<file path="src/rtl/bus_oe_arbiter.sv">
// ---------------------------------------------------------------------------
// bus_oe_arbiter
//
// Round-robin arbiter that shares one tri-state / OE-muxed bus among N
// requesters. It drives the select and output-enable of the bus mux/buffer
// bank. Every change of owner passes through a dead window of TURN_CYC
// cycles with oe=0 and a stable select, so two drivers are never enabled
// together.
//
// Optional feature (macro HOLD_LIMIT_EN):
//   When defined, an owner that has held the bus for MAX_HOLD consecutive
//   cycles while someone else is waiting is forced off the bus. When
//   undefined, an owner keeps the bus for as long as its req stays high.
//
// Parameters:
//   N         number of requesters (2..16)
//   TURN_CYC  dead cycles with oe=0 before each new owner (>=1)
//   MAX_HOLD  max consecutive owned cycles when others wait (>=1)
//   SW        select width, $clog2(N)
//
// Ports:
//   clk   in   clock, all state changes on the rising edge
//   rst   in   synchronous active-high reset
//   req   in   [N]  request per requester, held while using the bus
//   gnt   out  [N]  one-hot grant, high only while that requester owns the bus
//   sel   out  [SW] mux select (index of current / upcoming owner)
//   oe    out  bus output enable to the buffer bank
//   busy  out  high during turnaround or ownership
//
// All outputs come straight from flops; there is no combinational path
// from req to any output.
// ---------------------------------------------------------------------------
module bus_oe_arbiter #(
  parameter int N        = 4,
  parameter int TURN_CYC = 1,
  parameter int MAX_HOLD = 8,
  localparam int SW      = $clog2(N)
) (
  input  logic          clk,
  input  logic          rst,
  input  logic [N-1:0]  req,
  output logic [N-1:0]  gnt,
  output logic [SW-1:0] sel,
  output logic          oe,
  output logic          busy
);

  // Turnaround counter only needs to reach TURN_CYC-1.
  localparam int TW = (TURN_CYC > 1) ? $clog2(TURN_CYC) : 1;

  typedef enum logic [1:0] {
    IDLE,
    TURN,
    OWN
  } state_t;

  state_t        state_reg;
  logic [SW-1:0] sel_reg;
  logic [SW-1:0] ptr_reg;
  logic [N-1:0]  gnt_reg;
  logic          oe_reg;
  logic          busy_reg;
  logic [TW-1:0] turn_cnt_reg;

  logic [SW-1:0] sel_inc;
  logic [SW-1:0] scan_start;
  logic [SW-1:0] win_idx;
  logic          win_found;
  logic [N-1:0]  sel_onehot;
  logic          turn_done;
  logic          leave_own;

  // One-hot decode of the current select; used both as the grant vector
  // and to mask the owner out of the "someone else waiting" test.
  for (genvar gi = 0; gi < N; gi++) begin : g_sel_dec
    assign sel_onehot[gi] = (sel_reg == SW'(gi));
  end

  // sel+1 with wrap at N-1 (N need not be a power of two).
  always_comb begin
    sel_inc = (sel_reg == SW'(N - 1)) ? '0 : sel_reg + SW'(1);
  end

  // Round-robin scan. While owning, the only arbitration that matters is the
  // one done on the leaving edge, and it must start just past the owner
  // (the pointer is updated on that same edge), so the start is sel+1 there.
  always_comb begin : p_winner
    int            j;
    logic [SW-1:0] idx;
    j          = 0;
    idx        = '0;
    win_found  = 1'b0;
    win_idx    = '0;
    scan_start = (state_reg == OWN) ? sel_inc : ptr_reg;
    // Scan from the farthest offset down so the nearest set bit wins.
    for (int i = N - 1; i >= 0; i--) begin
      j = int'(scan_start) + i;
      if (j >= N) begin
        j = j - N;
      end
      idx = SW'(j);
      if (req[idx]) begin
        win_found = 1'b1;
        win_idx   = idx;
      end
    end
  end

  assign turn_done = (turn_cnt_reg == TW'(TURN_CYC - 1));

`ifdef HOLD_LIMIT_EN
  localparam int HW = $clog2(MAX_HOLD + 1);

  logic [HW-1:0] hold_cnt_reg;
  logic          hold_hit;
  logic          others_pend;

  assign others_pend = |(req & ~sel_onehot);
  assign hold_hit    = (hold_cnt_reg == HW'(MAX_HOLD));

  // Eviction is only possible with another requester pending, which also
  // guarantees the scan finds a winner other than the evicted owner.
  assign leave_own = ~req[sel_reg] | (hold_hit & others_pend);

  // Count of owned cycles including the current one; saturates at MAX_HOLD.
  always_ff @(posedge clk) begin
    if (rst) begin
      hold_cnt_reg <= '0;
    end else if (state_reg == TURN && turn_done && req[sel_reg]) begin
      hold_cnt_reg <= HW'(1);
    end else if (state_reg == OWN && !leave_own && !hold_hit) begin
      hold_cnt_reg <= hold_cnt_reg + HW'(1);
    end
  end
`else
  assign leave_own = ~req[sel_reg];
`endif

  always_ff @(posedge clk) begin
    if (rst) begin
      state_reg    <= IDLE;
      sel_reg      <= '0;
      ptr_reg      <= '0;
      gnt_reg      <= '0;
      oe_reg       <= 1'b0;
      busy_reg     <= 1'b0;
      turn_cnt_reg <= '0;
    end else begin
      case (state_reg)
        IDLE: begin
          // sel keeps its last value while idle; the bus is undriven.
          if (win_found) begin
            sel_reg      <= win_idx;
            turn_cnt_reg <= '0;
            busy_reg     <= 1'b1;
            state_reg    <= TURN;
          end
        end

        TURN: begin
          if (!turn_done) begin
            turn_cnt_reg <= turn_cnt_reg + TW'(1);
          end else if (req[sel_reg]) begin
            gnt_reg   <= sel_onehot;
            oe_reg    <= 1'b1;
            state_reg <= OWN;
          end else if (win_found) begin
            // Chosen requester gave up during turnaround: pick again and
            // give the new select its own full dead window.
            sel_reg      <= win_idx;
            turn_cnt_reg <= '0;
          end else begin
            busy_reg  <= 1'b0;
            state_reg <= IDLE;
          end
        end

        OWN: begin
          if (leave_own) begin
            gnt_reg <= '0;
            oe_reg  <= 1'b0;
            ptr_reg <= sel_inc;
            if (win_found) begin
              sel_reg      <= win_idx;
              turn_cnt_reg <= '0;
              state_reg    <= TURN;
            end else begin
              busy_reg  <= 1'b0;
              state_reg <= IDLE;
            end
          end
        end

        default: begin
          gnt_reg   <= '0;
          oe_reg    <= 1'b0;
          busy_reg  <= 1'b0;
          state_reg <= IDLE;
        end
      endcase
    end
  end

  assign gnt  = gnt_reg;
  assign sel  = sel_reg;
  assign oe   = oe_reg;
  assign busy = busy_reg;

endmodule
</file>
<file path="config.mk">
export PLATFORM = sky130hd
export DESIGN_NAME = bus_oe_arbiter
export DESIGN_NICKNAME = d
export VERILOG_FILES = /design/src/rtl/bus_oe_arbiter.sv
export SDC_FILE = /design/constraint.sdc
export NUM_CORES = 1
export LEC_CHECK = 0
export BUFFER_PORTS_ARGS = -buffer_cell sky130_fd_sc_hd__buf_4
export CORE_ASPECT_RATIO = 1.75
export CORE_UTILIZATION = 30
export DETAILED_ROUTE_END_ITERATION = 7
export GPL_ROUTABILITY_DRIVEN = 0
export GPL_TIMING_DRIVEN = 0
export PLACE_DENSITY_LB_ADDON = 0.08
export SLEW_MARGIN = 20
export SYNTH_ARGS = -nofsm -noshare
export SYNTH_HDL_FRONTEND = slang
export SYNTH_SLANG_ARGS = --single-unit
</file>
<file path="constraint.sdc">
create_clock -name clk -period 2.2 [get_ports clk]
set_input_delay 0.44 -clock clk [delete_from_list [all_inputs] [get_ports clk]]
set_output_delay 0.44 -clock clk [all_outputs]
set_load 0.005 [all_outputs]
</file>
==> results of run 1 <==
cell usage after synthesis, drive strengths merged, types with 3 or more instances:
cell	number	area [um2]
inv	4	15.0
dfxtp	12	240
nand3b	3	22.5
nor2	4	15.0
nor2b	3	18.8
mux2i	6	60.1
ha	9	113
a21oi	8	40.0
nand2	11	41.3
nand3	5	25.0
nand2b	4	25.0
metal layers:
metal  up-vias  part of all wire  global-route usage
met5         -                 0                   0
met2        12              0.54               0.240
met4         0             0.013              0.0717
met3         2             0.030              0.0188
li1        370                 -                   -
met1       324              0.42               0.176
path summary, 6_finish.rpt:
kind	startpoint	to	cells after the start
worst max-delay path	sel[0]	sel[1]	5
worst min-delay path	gnt[0]	gnt[0]	2
worst max register to register	sel[0]	sel[1]	5
worst min register to register	gnt[0]	gnt[0]	2
power by group:
| group | internal (W) | leakage [nW] | total [W] | switching (W) |
|---|---|---|---|---|
| Combinational | 0.000115 | 0.301 | 0.000244 | 0.000129 |
| Sequential | 0.000243 | 0.0982 | 0.000276 | 0.0000324 |
| Clock | 0.000158 | 0.0288 | 0.000245 | 0.0000871 |
cell type report:
class                           count  area share
Buffer                              3      0.0188
Clock buffer                        4      0.0552
Inverter                            4      0.0151
Multi-Input combinational cell     74       0.538
Sequential cell                    12       0.242
Tap cell                           26      0.0326
Timing Repair Buffer               13      0.0979
cells by family after synthesis:
group / Yosys count
AND/OR/NAND/NOR: 37
AO/OA/AOI/OAI: 20
flip-flops: 12
adder cells (fa/ha/maj): 9
multiplexers: 8
buffers and inverters: 7
critical path: stages, from the launching register on:
cell	delay [ns]
dfxtp_2	0.43
mux4_2	0.53
buf_6	0.16
a211o_1	0.33
or2_1	0.25
o31ai_2	0.22
per-stage QoR:
stage	area, um2	power (W)	utilization	std cells
detailed placement	941	0.000526	0.373	132
floorplan	811	0.000445	-	93
global placement	941	0.000520	0.373	132
finish	997	0.000765	0.395	136
global route	997	0.000814	0.395	136
CTS	996	0.000773	0.395	136
==> results.cfg, run 1 <==
[final_layout]
synthToLayoutAreaGrowth_pct = 23.0
register_area_um2 = 241
fin_nets = 126
n_antenna_cell = 0
layout_common_cells = buf_4 (13), nand2_1 (11), dfxtp_1 (11), ha_1 (9), a21oi_1 (8)
layout_commonest_cell = buf_4
largest_reg_flops = 4
multi_input_area_um2 = 537
nFillCells = 280
drive_gt1_frac = 0.200

[placed_design]
dp_hpwl_um = 1370
port_buffers = 13
pre_cts_ws_ns = 0.0648

[synthesis]
async_flop_share = 0
yosys_warnings = 0
synth_edf_count = 0
synth_fa_ha_area_frac = 0.139
synth.area.mux_share = 0.116
syn_inst = 93
yosys.area_share.simple = 0.241
yosys_most_used_dff = dfxtp_1
synth_top_family_by_area = simple AND/OR/NAND/NOR gates
syn-cell-area_um2 = 811
synth_nets = 108
synth_compound_area_frac = 0.167
synth_xor_area_frac = 0
synth_cell_types = 31
ys_seq_area_frac = 0.296
synth_area_per_cell_um2 = 8.72
ys_seq_elements = 12

[clock_network]
path_clk_slew_ns = 0.05
cts_tree = built
cts_max_level = 1
cts_resized = 0
worstSkewPairLatency_ns = 0.24
cts_buffer_depth = 2
clock_sinks = 12
cts_hold_buf = 0
numCtsBuffers = 3
cts_root_buf = clkbuf_8
cts_setup_buffers = 0

[drt]
vias = 708
drc = 0
routed_wl_um = 1770
first_pass_iters = 2
drt_iter0_drc = 3
ant_nets = 0
avgRoutedWirePerCell_um = 13.0
viasPerCell = 5.21

[sta]
slew_headroom = 0.547
rsz0062_at_grt = false
fmax_ghz = 0.500
fin_worst_skew_ns = 0.00534
finalCritPeriodShare = 0.910
worst_pin_slew_ns = 0.673
setup_violations = 0
setup_slack_ns = 0.199
finalHoldViolCount = 0
min_period_ns = 2.00
slew_violations = 0
whs_ns = 0.449
tns_ns = 0

[critical_path]
cp_max_fo = 10
r2r_setup_slack_ns = 0.20
worstSetupPathType = flop to flop
end_kind = flop
worstPathArrival_ns = 2.16
critPathLaunchType = flop
required_ns = 2.36

[global_routing]
grt_pass1_vias = 676
grt.total_usage = 0.147
grt_pass1_wl_um = 3030
antenna_found_initial = 0
grt_max_degree = 11
overflow = 0

[worst_hold_path]
hp-class = flop to flop

[floorplan]
dieArea_mm2 = 0.00292
core_region_area_mm2 = 0.00252
start_util = 0.321
die_h_um = 70.8
fp-row-count = 24
dieWidth_um = 41.3
io-pin-count = 14

[pwr]
vdd_ir_drop_max_mv = 0.330
power_leakage_nw = 0.428
p_per_area_mw_per_mm2 = 767

[job]
cap_violations = 0

[status]
outcome = finished clean
No activity file was read; power rests on OpenSTA's default activity.
==> run 2: changes to the inputs <==
BUFFER_PORTS_ARGS = unset   (was -buffer_cell sky130_fd_sc_hd__buf_4)
DONT_BUFFER_PORTS = 1   (was unset)
PLACE_DENSITY = 0.45   (was unset)
PLACE_DENSITY_LB_ADDON = unset   (was 0.08)
RECOVER_POWER = 25   (was unset)
==> results.cfg, run 2 (synthesized netlist as in run 1, its figures left out) <==
[critical_path]
critPathLaunchType = flop
worstPathCellList = mux4_2 > buf_6 > a211o_1 > or2_1 > o31ai_2
cp_max_fo = 10
crit_slowest_cell = mux4_2
timing.critical_path.buf_inv = 1
end_kind = flop
worstPathArrival_ns = 2.17
required_ns = 2.36
cp_top_family = compound AO/OA/AOI/OAI gates
worstSetupPathType = flop to flop
slowest_delay_ns = 0.54

[sta]
slew_violations = 0
tns_ns = 0
rsz0062_at_grt = false
finalHoldViolCount = 0
fin_worst_skew_ns = 0.000721
finalCritPeriodShare = 0.915
whs_ns = 0.372
min_period_ns = 2.01
fmax_ghz = 0.497
worst_pin_slew_ns = 0.693
setup_slack_ns = 0.187
slew_headroom = 0.534
setup_violations = 0

[pwr]
vdd_ir_drop_max_mv = 0.256
power_leakage_nw = 0.361
p_per_area_mw_per_mm2 = 810

[final_layout]
multi_input_area_um2 = 537
fin_nets = 113
register_area_um2 = 241
layout_common_cells = nand2_1 (11), dfxtp_1 (11), ha_1 (9), a21oi_1 (8), mux2i_1 (6)
synthToLayoutAreaGrowth_pct = 11.0
final_cells = 123
nFillCells = 289
largest_reg_flops = 4
n_antenna_cell = 0
drive_gt1_frac = 0.0928

[clock_network]
cts_hold_buf = 0
cts_max_level = 1
path_clk_slew_ns = 0.05
numCtsBuffers = 3
cts_tree = built
cts_buffer_depth = 2
cts_setup_buffers = 0
cts_root_buf = clkbuf_8
cts_resized = 0
worstSkewPairLatency_ns = 0.23
clock_sinks = 12

[global_routing]
antenna_found_initial = 0
grt_pass1_wl_um = 3000
grt_max_degree = 11
overflow = 0
grt_pass1_vias = 665
grt.total_usage = 0.142

[drt]
ant_nets = 0
vias = 663
routed_wl_um = 1730
viasPerCell = 5.39
drt_iter0_drc = 5
avgRoutedWirePerCell_um = 14.1
drc = 0
first_pass_iters = 4

[placed_design]
dp.cells = 119
pre_cts_ws_ns = 0.0619
port_buffers = 0
dp_hpwl_um = 1350

[floorplan]
io-pin-count = 14
start_util = 0.321
dieWidth_um = 41.3
fp-row-count = 24
die_h_um = 70.8
dieArea_mm2 = 0.00292
core_region_area_mm2 = 0.00252

[job]
cap_violations = 0

[status]
outcome = finished clean

[worst_hold_path]
hp-class = input port to flop
run 2: cell count changes in the layout (fill, tap and decap cells not counted):
cell | previous run | this run
buf_4 | 13 | 0
run 2: layout make-up:
class | count | area share
Clock buffer | 4 | 0.0612
Inverter | 4 | 0.0167
Sequential cell | 12 | 0.268
Tap cell | 26 | 0.0362
Buffer | 3 | 0.0209
Multi-Input combinational cell | 74 | 0.597
run 2: worst paths after layout:
| kind | from | cells after the start | end | slack, ns |
|---|---|---|---|---|
| worst max-delay path | sel[0] | 5 | sel[1] | 0.19 |
| worst min-delay path | rst | 2 | sel[0] | 0.37 |
| worst max register to register | sel[0] | 5 | sel[1] | 0.19 |
| worst min register to register | oe | 2 | oe | 0.47 |
run 2: metal layers:
metal | wire [um] | GRT usage | part of all wire | vias to the layer above
li1 | - | - | - | 344
met4 | 0 | 0.0323 | 0 | 0
met2 | 913 | 0.236 | 0.53 | 13
met5 | 0 | 0 | 0 | -
met1 | 759 | 0.183 | 0.44 | 306
met3 | 60 | 0.0219 | 0.035 | 0
run 2: power by group:
group | switching, W | internal, W | total [W]
clock | 0.0000808 | 0.000158 | 0.000239
combinational | 0.000117 | 0.0000923 | 0.000210
sequential | 0.0000366 | 0.000244 | 0.000280
run 2: per-stage QoR:
step | util | cell area [um2] | power, W
2_1_floorplan | - | 811 | 0.000445
3_3_place_gp | 0.334 | 843 | 0.000489
3_5_place_dp | 0.334 | 843 | 0.000495
4_1_cts | 0.356 | 898 | 0.000738
5_1_grt | 0.357 | 900 | 0.000779
6_report | 0.357 | 900 | 0.000729
